$ cat config.mk
export PLATFORM = sky130hd
export DESIGN_NAME = noc_writer_mvc
export DESIGN_NICKNAME = d
export VERILOG_FILES = /design/src/rtl/noc_writer_mvc.sv
export SDC_FILE = /design/constraint.sdc
export NUM_CORES = 1
export LEC_CHECK = 0
export ABC_AREA = 1
export ABC_CLOCK_PERIOD_IN_PS = 2550
export BUFFER_PORTS_ARGS = -buffer_cell sky130_fd_sc_hd__buf_2
export CAP_MARGIN = 10
export CORE_MARGIN = 3
export CORE_UTILIZATION = 55
export DETAILED_ROUTE_END_ITERATION = 7
export PLACE_DENSITY = 0.79
export SYNTH_ARGS = -nofsm -noshare
export SYNTH_HDL_FRONTEND = slang
export SYNTH_SLANG_ARGS = --single-unit
export TNS_END_PERCENT = 30
$ cat constraint.sdc
create_clock -name clk -period 2.55 [get_ports clk]
set_clock_uncertainty 0.05 [all_clocks]
set_input_delay 0 -clock clk [delete_from_list [all_inputs] [get_ports clk]]
set_output_delay 0 -clock clk [all_outputs]
set_load 0.005 [all_outputs]
$ cat src/rtl/noc_writer_mvc.sv
// noc_writer_mvc: pops flits from the fabric-port afifo into a 2-entry holding
// buffer and injects them into one NoC router input port. One credit counter
// per VC, VC chosen per packet (fixed or from the head flit) and locked from
// head to tail. A credit returned to a VC that is already full sets a sticky
// error flag.
module noc_writer_mvc #(
  parameter int WIDTH        = 16,
  parameter int N            = 16,
  parameter int NUM_VC       = 2,
  parameter int DEPTH_PER_VC = 10,
  parameter int VC_MODE      = 0,
  parameter int ASSIGNED_VC  = 0
) (
  input  logic              clk,
  input  logic              rst,
  input  logic [WIDTH-1:0]  i_data_in,
  input  logic              i_ready_in,
  output logic              i_read_en,
  output logic [WIDTH-1:0]  o_flit_out,
  input  logic [NUM_VC-1:0] o_credits_in,
  output logic              o_credit_err,
  output logic              o_pkt_active
);

  localparam int VCW   = (NUM_VC > 1) ? $clog2(NUM_VC) : 1;
  localparam int CW    = $clog2(DEPTH_PER_VC + 1);
  localparam int DESTW = (N > 1) ? $clog2(N) : 1;
  localparam int PAYW  = WIDTH - 3 - VCW - DESTW;

  // Holding buffer: entry 0 is always the oldest flit.
  logic [WIDTH-1:0]  buf_q [2];
  logic [1:0]        occ;
  logic              rd_pending;
  logic [CW-1:0]     credits [NUM_VC];
  logic [VCW-1:0]    lock_vc;
  logic              lock_active;
  logic              credit_err;

  logic [WIDTH-1:0]  head_flit;
  logic              is_head;
  logic              is_tail;
  logic [VCW-1:0]    sel_vc;
  logic              send;
  logic              drop;
  logic              pop;
  logic [NUM_VC-1:0] send_vc;

  // Head-flit VC field folded into the legal VC range.
  function automatic logic [VCW-1:0] wrap_vc(input logic [VCW-1:0] v);
    return VCW'(int'(v) % NUM_VC);
  endfunction

  // Next credit count: a credit and a send in the same cycle cancel out,
  // a lone credit saturates at the downstream depth.
  function automatic logic [CW-1:0] cred_next(input logic [CW-1:0] c,
                                              input logic cr, input logic snd);
    logic [CW-1:0] r;
    r = c;
    if (cr && !snd && (c != CW'(DEPTH_PER_VC))) r = c + 1'b1;
    else if (!cr && snd)                        r = c - 1'b1;
    return r;
  endfunction

  // A lone credit arriving on a full counter means the downstream over-returned.
  function automatic logic cred_ovf(input logic [CW-1:0] c,
                                    input logic cr, input logic snd);
    return cr && !snd && (c == CW'(DEPTH_PER_VC));
  endfunction

  // VC selection, send/drop decision, afifo read request and outgoing flit.
  always_comb begin
    head_flit = buf_q[0];
    is_head   = head_flit[WIDTH-2];
    is_tail   = head_flit[WIDTH-3];
    sel_vc    = lock_vc;
    if (is_head) begin
      if (VC_MODE != 0) sel_vc = wrap_vc(head_flit[WIDTH-4 -: VCW]);
      else              sel_vc = VCW'(ASSIGNED_VC);
    end
    send = !rst && (occ != 2'd0) && head_flit[WIDTH-1] && (credits[sel_vc] != '0);
    drop = !rst && (occ != 2'd0) && !head_flit[WIDTH-1];
    pop  = send || drop;
    send_vc = '0;
    for (int v = 0; v < NUM_VC; v++) send_vc[v] = send && (sel_vc == VCW'(v));
    // Slots already committed (buffered + in flight) minus the one leaving now.
    i_read_en = !rst && i_ready_in &&
                (({1'b0, occ} + {2'b00, rd_pending}) < (3'd2 + {2'b00, send}));
    o_flit_out = '0;
    if (send) begin
      o_flit_out = {1'b1, is_head, is_tail, sel_vc,
                    head_flit[WIDTH-4-VCW -: DESTW], head_flit[PAYW-1:0]};
    end
    // Active from the head send through the tail send; a new head restarts it.
    o_pkt_active = !rst && ((send && is_head && !is_tail) ||
                            (lock_active && !(send && is_head)));
    o_credit_err = credit_err;
  end

  // Control state: occupancy, read pipeline, VC lock, credit counters, error flag.
  always_ff @(posedge clk) begin
    if (rst) begin
      occ         <= 2'd0;
      rd_pending  <= 1'b0;
      lock_active <= 1'b0;
      lock_vc     <= '0;
      credit_err  <= 1'b0;
      for (int v = 0; v < NUM_VC; v++) credits[v] <= CW'(DEPTH_PER_VC);
    end else begin
      rd_pending <= i_read_en;
      occ        <= occ - {1'b0, pop} + {1'b0, rd_pending};
      if (send) begin
        if (is_head) begin
          lock_active <= !is_tail;
          if (!is_tail) lock_vc <= sel_vc;
        end else if (is_tail) begin
          lock_active <= 1'b0;
        end
      end
      for (int v = 0; v < NUM_VC; v++) begin
        credits[v] <= cred_next(credits[v], o_credits_in[v], send_vc[v]);
        if (cred_ovf(credits[v], o_credits_in[v], send_vc[v])) credit_err <= 1'b1;
      end
    end
  end

  // Buffer data: shift on pop, afifo data lands in the first free slot.
  always_ff @(posedge clk) begin
    if (pop) begin
      if (occ == 2'd2) begin
        buf_q[0] <= buf_q[1];
        if (rd_pending) buf_q[1] <= i_data_in;
      end else if (rd_pending) begin
        buf_q[0] <= i_data_in;
      end
    end else if (rd_pending) begin
      if (occ == 2'd0) buf_q[0] <= i_data_in;
      else             buf_q[1] <= i_data_in;
    end
  end

endmodule

# ---- Yosys cells after proc, flatten, opt, wreduce, memory -nomap -nowiden
# Memory sizes are Yosys's and may differ from the RTL's.
# Cells that the tools add are included.
# W data, S select, Z words.
dict set report word_totals {
  reg_bits 6
  ram_bits 40
  input_bits 21
  output_inout_bits 19
  n_memories 2
}
dict set report op_classes {
  n_addsub 8
  magnitude_cmp 1
  eq_ne 5
  muxes 38
  n_bitwise 7
  n_reduce_logical 37
}
# memory depth width rd rd_ports_with_merged_regs wr line
set mem_list {}
lappend mem_list {buf_q 2 16 2 0 2 31} ;# logic [WIDTH-1:0] buf_q [2];
lappend mem_list {credits 2 4 3 0 2 34} ;# logic [CW-1:0] credits [NUM_VC];
# operator n
set ops {}
lappend ops {{$mux W16} 4}
lappend ops {{$mux W4} 8}
lappend ops {{$mux W1} 26}
lappend ops {{$logic_and A1 B1 Y1} 20}
lappend ops {{$add A4 B1 Y4 const B} 2}
lappend ops {{$eq A4 B4 Y1 const B} 2}
lappend ops {{$logic_not A1 Y1} 8}
lappend ops {{$ne A4 B4 Y1 const B} 2}
lappend ops {{$sub A4 B1 Y4 const B} 2}
lappend ops {{$reduce_bool A2 Y1} 3}
lappend ops {{$or A1 B1 Y1} 5}
lappend ops {{$reduce_bool A4 Y1} 1}
lappend ops {{$add A2 B1 Y3} 1}
lappend ops {{$add A2 B1 Y3 const A} 1}
lappend ops {{$lt A3 B3 Y1} 1}
lappend ops {{$reduce_and A3 Y1} 1}
lappend ops {{$add A2 B1 Y2} 1}
lappend ops {{$eq A2 B2 Y1 const B} 1}
lappend ops {{$logic_not A2 Y1} 1}
lappend ops {{$logic_or A1 B1 Y1} 2}
lappend ops {{$not A1 Y1} 2}
lappend ops {{$reduce_and A2 Y1} 1}
lappend ops {{$sub A2 B1 Y2} 1}

# ---- Longest topological paths before layout
dict set report depth {
  ltp_word 11
  mapped_depth 14
  ltp_nobuf 14
}

# ---- Worst setup path after synthesis
# Ideal clock, no wire load.
dict set report synth_path {
  path_kind {register to register}
  startpoint {register occ[1]}
  endpoint {memory buf_q[1][0] (netlist: buf_q[0][16]), enable pin}
  arrival_ns 1.618
  setup_slack_ns 0.505
  path_stages_with_launch 10
  period_less_slack_ns 2.045
  cell_sequence {dfxtp_1 -> nor2_2 -> clkinv_1 -> nand3_2 -> nor2_4 -> nand2_4 -> nand2_4 -> nand2_4 -> buf_4 -> a21oi_2}
}
# item line
set synth_rtl {}
lappend synth_rtl {{start: declaration} 32} ;# logic [1:0] occ;
lappend synth_rtl {{start signal: assignment} 110} ;# occ <= occ - {1'b0, pop} + {1'b0, rd_pending};
lappend synth_rtl {{end: declaration} 31}

==> summary.txt <==
Global route
  • Vias in the first global route: 1722
  • Initial antenna violation count: 0
  • Largest net degree at the start of global routing: 19
  • Gr ovfl total: 0
  • Global-route wire length before repair: 7210 um
  • GRT Overall Usage: 18.6%

Timing
  • Fin crit period: 2.21 ns
  • Fin. max-slew vios: 0
  • Final setup TNS: 0 ns
  • Worst-Margin Slew: 0.581 ns
  • Count of final hold-check violations: 0
  • Setup Viol. Count Final: 0
  • Worst rel slew slack: 61.2%
  • RSZ-0062 raised after global routing: no
  • Final worst path period share: 86.9%
  • Max Fclk: 452 MHz

Setup path
  • Reg-to-reg startpoint: buf_q[0][15]
  • Flop-to-flop setup slack: 0.34 ns
  • Worst setup path startpoint: buf_q[0][15]
  • Reg2reg path depth: 13
  • Slowest cell on crit path: edfxtp_1
  • Crit path largest cell delay: 0.38 ns
  • Largest fanout on the critical path: 5
  • RR Endpoint: credits[0][3]
  • CP Launch Type: flop
  • CP most frequent cell: nand2_1
  • Crit Path Class: reg -> reg
  • Worst path cell trace: inv_1 > nor3_1 > nand4_1 > nand3_1 > ha_1 > nand2_1 > nand2_1 > a31oi_1 > inv_1 > nand2_1 > nand2_1 > nand2_1 > nand3_1
  • Worst EP required: 2.68 ns
  • Crit path DAT: 2.34 ns
  • Setup crit end kind: flop

Floorplanning
  • Initial core utilization: 58.7%
  • Die height: 69.4 um
  • Num rows: 22
  • Core area: 0.00377 mm2
  • Total die area: 0.00482 mm2
  • Ports: 40
  • Width of the chip: 69.4 um

Placement
  • DP Area: 0.00243 mm2
  • Gpl congestion: 0.818
  • Port buffer count: 38
  • DPL Wire Length: 2950 um

CTS
  • H-tree Lvls: 2
  • CTS tree: yes
  • Bufs on Longest Clock Path: 2
  • Num CTS Buffers: 5
  • CTS sink count: 44
  • Skew-Pair Late Insertion Delay: 0.29 ns
  • PostCTS Resize Cnt: 0
  • Setup bufs post-CTS: 0
  • Reg clk slew, reported paths: 0.08 ns
  • CTS Root Cell: clkbuf_8

Logic synthesis
  • Post-Syn Area per Cell: 9.10 um2
  • Post-synth EDFFs: 30
  • Cell accounting for the most synthesized area: edfxtp_1
  • Sequential-to-total area share from yosys stat: 53.4%
  • Synth area leaders: edfxtp_1 41%, dfxtp_1 13%, nand2_1 8.8%
  • Mapped Nets: 274
  • Yosys Warn Count: 0
  • Synth Register Bits: 44
  • Async set-reset flop share out of synthesis: 0%
  • Post-synth cell types: 29
  • Synth Flop Type: edfxtp_1
  • Mapped Area: 0.00221 mm2
  • Cells after synthesis: 243
  • Share of the synthesized area in the top cell type: 40.7%

Route
  • Via count: 1787
  • DRT Pass-1 Iters: 4
  • Post-route ant nets: 0
  • Routed len/inst: 12.0 um
  • Vias per cell: 5.11
  • Final WL: 4200 um
  • DR DRC count: 0
  • DRT iter0 DRCs: 85

Min path
  • Min-Delay Path Depth: 5
  • Hold Path Class: in -> reg
  • Hold endpoint: credits[1][1]
  • Hold path start: o_credits_in[1]

Power
  • Pleak: 1.34 nW
  • Maximum VDD drop: 615 uV
  • P per Cell Area: 983 mW/mm2

Finish
  • Area Overhead vs Synth: 22.9%
  • Share of cells above drive strength 1: 19.5%
  • Number of diodes: 0
  • Final Instance Area: 0.00272 mm2
  • Final nets: 332

Job
  • Max Cap Viol: 0

Status
  • Status: finished, final reports clean
## worst max-delay path by stage
stage / end / slack [ns]
after floorplan: buf_q[0][16] / 0.51
after global placement: credits[1][3] / 0.43
after detailed placement: credits[0][3] / 0.38
after CTS: credits[0][3] / 0.34
after global routing: credits[0][3] / 0.11
final: credits[0][3] / 0.34
## sequential cells by signal (all words and copies together) (netlist names)
signal / count
occ: 2
buf_q: 30
rd_pending: 1
lock_vc: 1
lock_active: 1
o_credit_err: 1
credits: 8
## placed cells by master (no fill, tap or decap), drive strengths merged
cell type	Yosys	final
nand3b	3	3
a211oi	1	1
ha	8	8
a21oi	5	5
buf	7	40
edfxtp	30	30
nand4	3	3
o21bai	1	1
xnor2	2	2
xor2	1	1
o21ai	6	6
a31oi	3	3
dlygate4sd3	0	18
clkinv	1	2
nor2	31	31
clkbuf	0	6
inv	35	35
bufinv	0	1
nand3	31	31
nand2	56	56
dfxtp	14	14
fa	2	2
and3	2	2
nor3	1	1
## critical path, delay by kind of cell, from the launching register on
| kind | cells | cell delay [ns] |
|---|---|---|
| AOI/OAI and AO/OA | 1 | 0.22 |
| and+or+nand+nor | 9 | 1.01 |
| DFF | 1 | 0.38 |
| adders and majority gates | 1 | 0.31 |
| buffers and inverters | 2 | 0.14 |
## cells in the mapped netlist (2+ instances only)
cell,instances
dfxtp_1,14
nand4_1,3
a31oi_1,3
nand2_1,52
buf_4,2
nand2_4,4
nor2_1,27
edfxtp_1,30
buf_2,4
o21ai_0,6
and3_1,2
inv_1,33
nand3b_1,3
fa_1,2
a21oi_1,4
nor2_2,3
inv_2,2
ha_1,8
nand3_1,30
xnor2_1,2
## cell type report
class,instances,area [um2]
Sequential cell,44,1180
Fill cell,277,1050
Multi-Input combinational cell,156,850
Timing Repair Buffer,58,385
Inverter,36,135
Clock buffer,6,72.6
Tap cell,48,60.1
Clock inverter,2,35.0
## power by group
group          internal [W]  switching [W]  total, W
Combinational      0.000401       0.000614   0.00102
Sequential          0.00101       0.000132   0.00114
Clock              0.000291       0.000223  0.000514
Total               0.00170       0.000970   0.00267
## routing by layer
metal,part of all wire [%],GRT usage (%)
met1,44,22.5
met2,49,31.8
met3,5.1,4.93
met4,2.1,6.51
met5,0,0
## stage by stage
stage,hold WS (ns),total power (W),cells,setup slack (ns),util (%)
6_report,0.0999,0.00267,350,0.335,72.1
4_1_cts,0.100,0.00269,350,0.339,72.1
3_5_place_dp,0.143,0.00215,324,0.378,64.5
2_1_floorplan,0.0194,0.00191,243,0.505,-
3_3_place_gp,0.142,0.00209,324,0.431,64.5
5_1_grt,0.149,0.00289,350,0.109,72.1
## what timing repair did
| item | in CTS | in global routing |
|---|---|---|
| hold buffers | 18 | 0 |
| hold endpoints to repair | 33 | 0 |
| endpoints found under the setup margin | 0 | 0 |
## logic make-up (layout without fill, tap and decap cells)
group | Yosys count | after routing | share of synthesized area (%)
adders and majority gates | 10 | 10 | 6.34
AOI/OAI and AO/OA | 16 | 16 | 4.19
buffers and inverters | 43 | 102 | 8.20
DFF | 44 | 44 | 53.4
xor gates and xnor gates | 3 | 3 | 1.19
and+or+nand+nor | 127 | 127 | 26.7
Note: power is estimated with default switching activity, not from simulation.
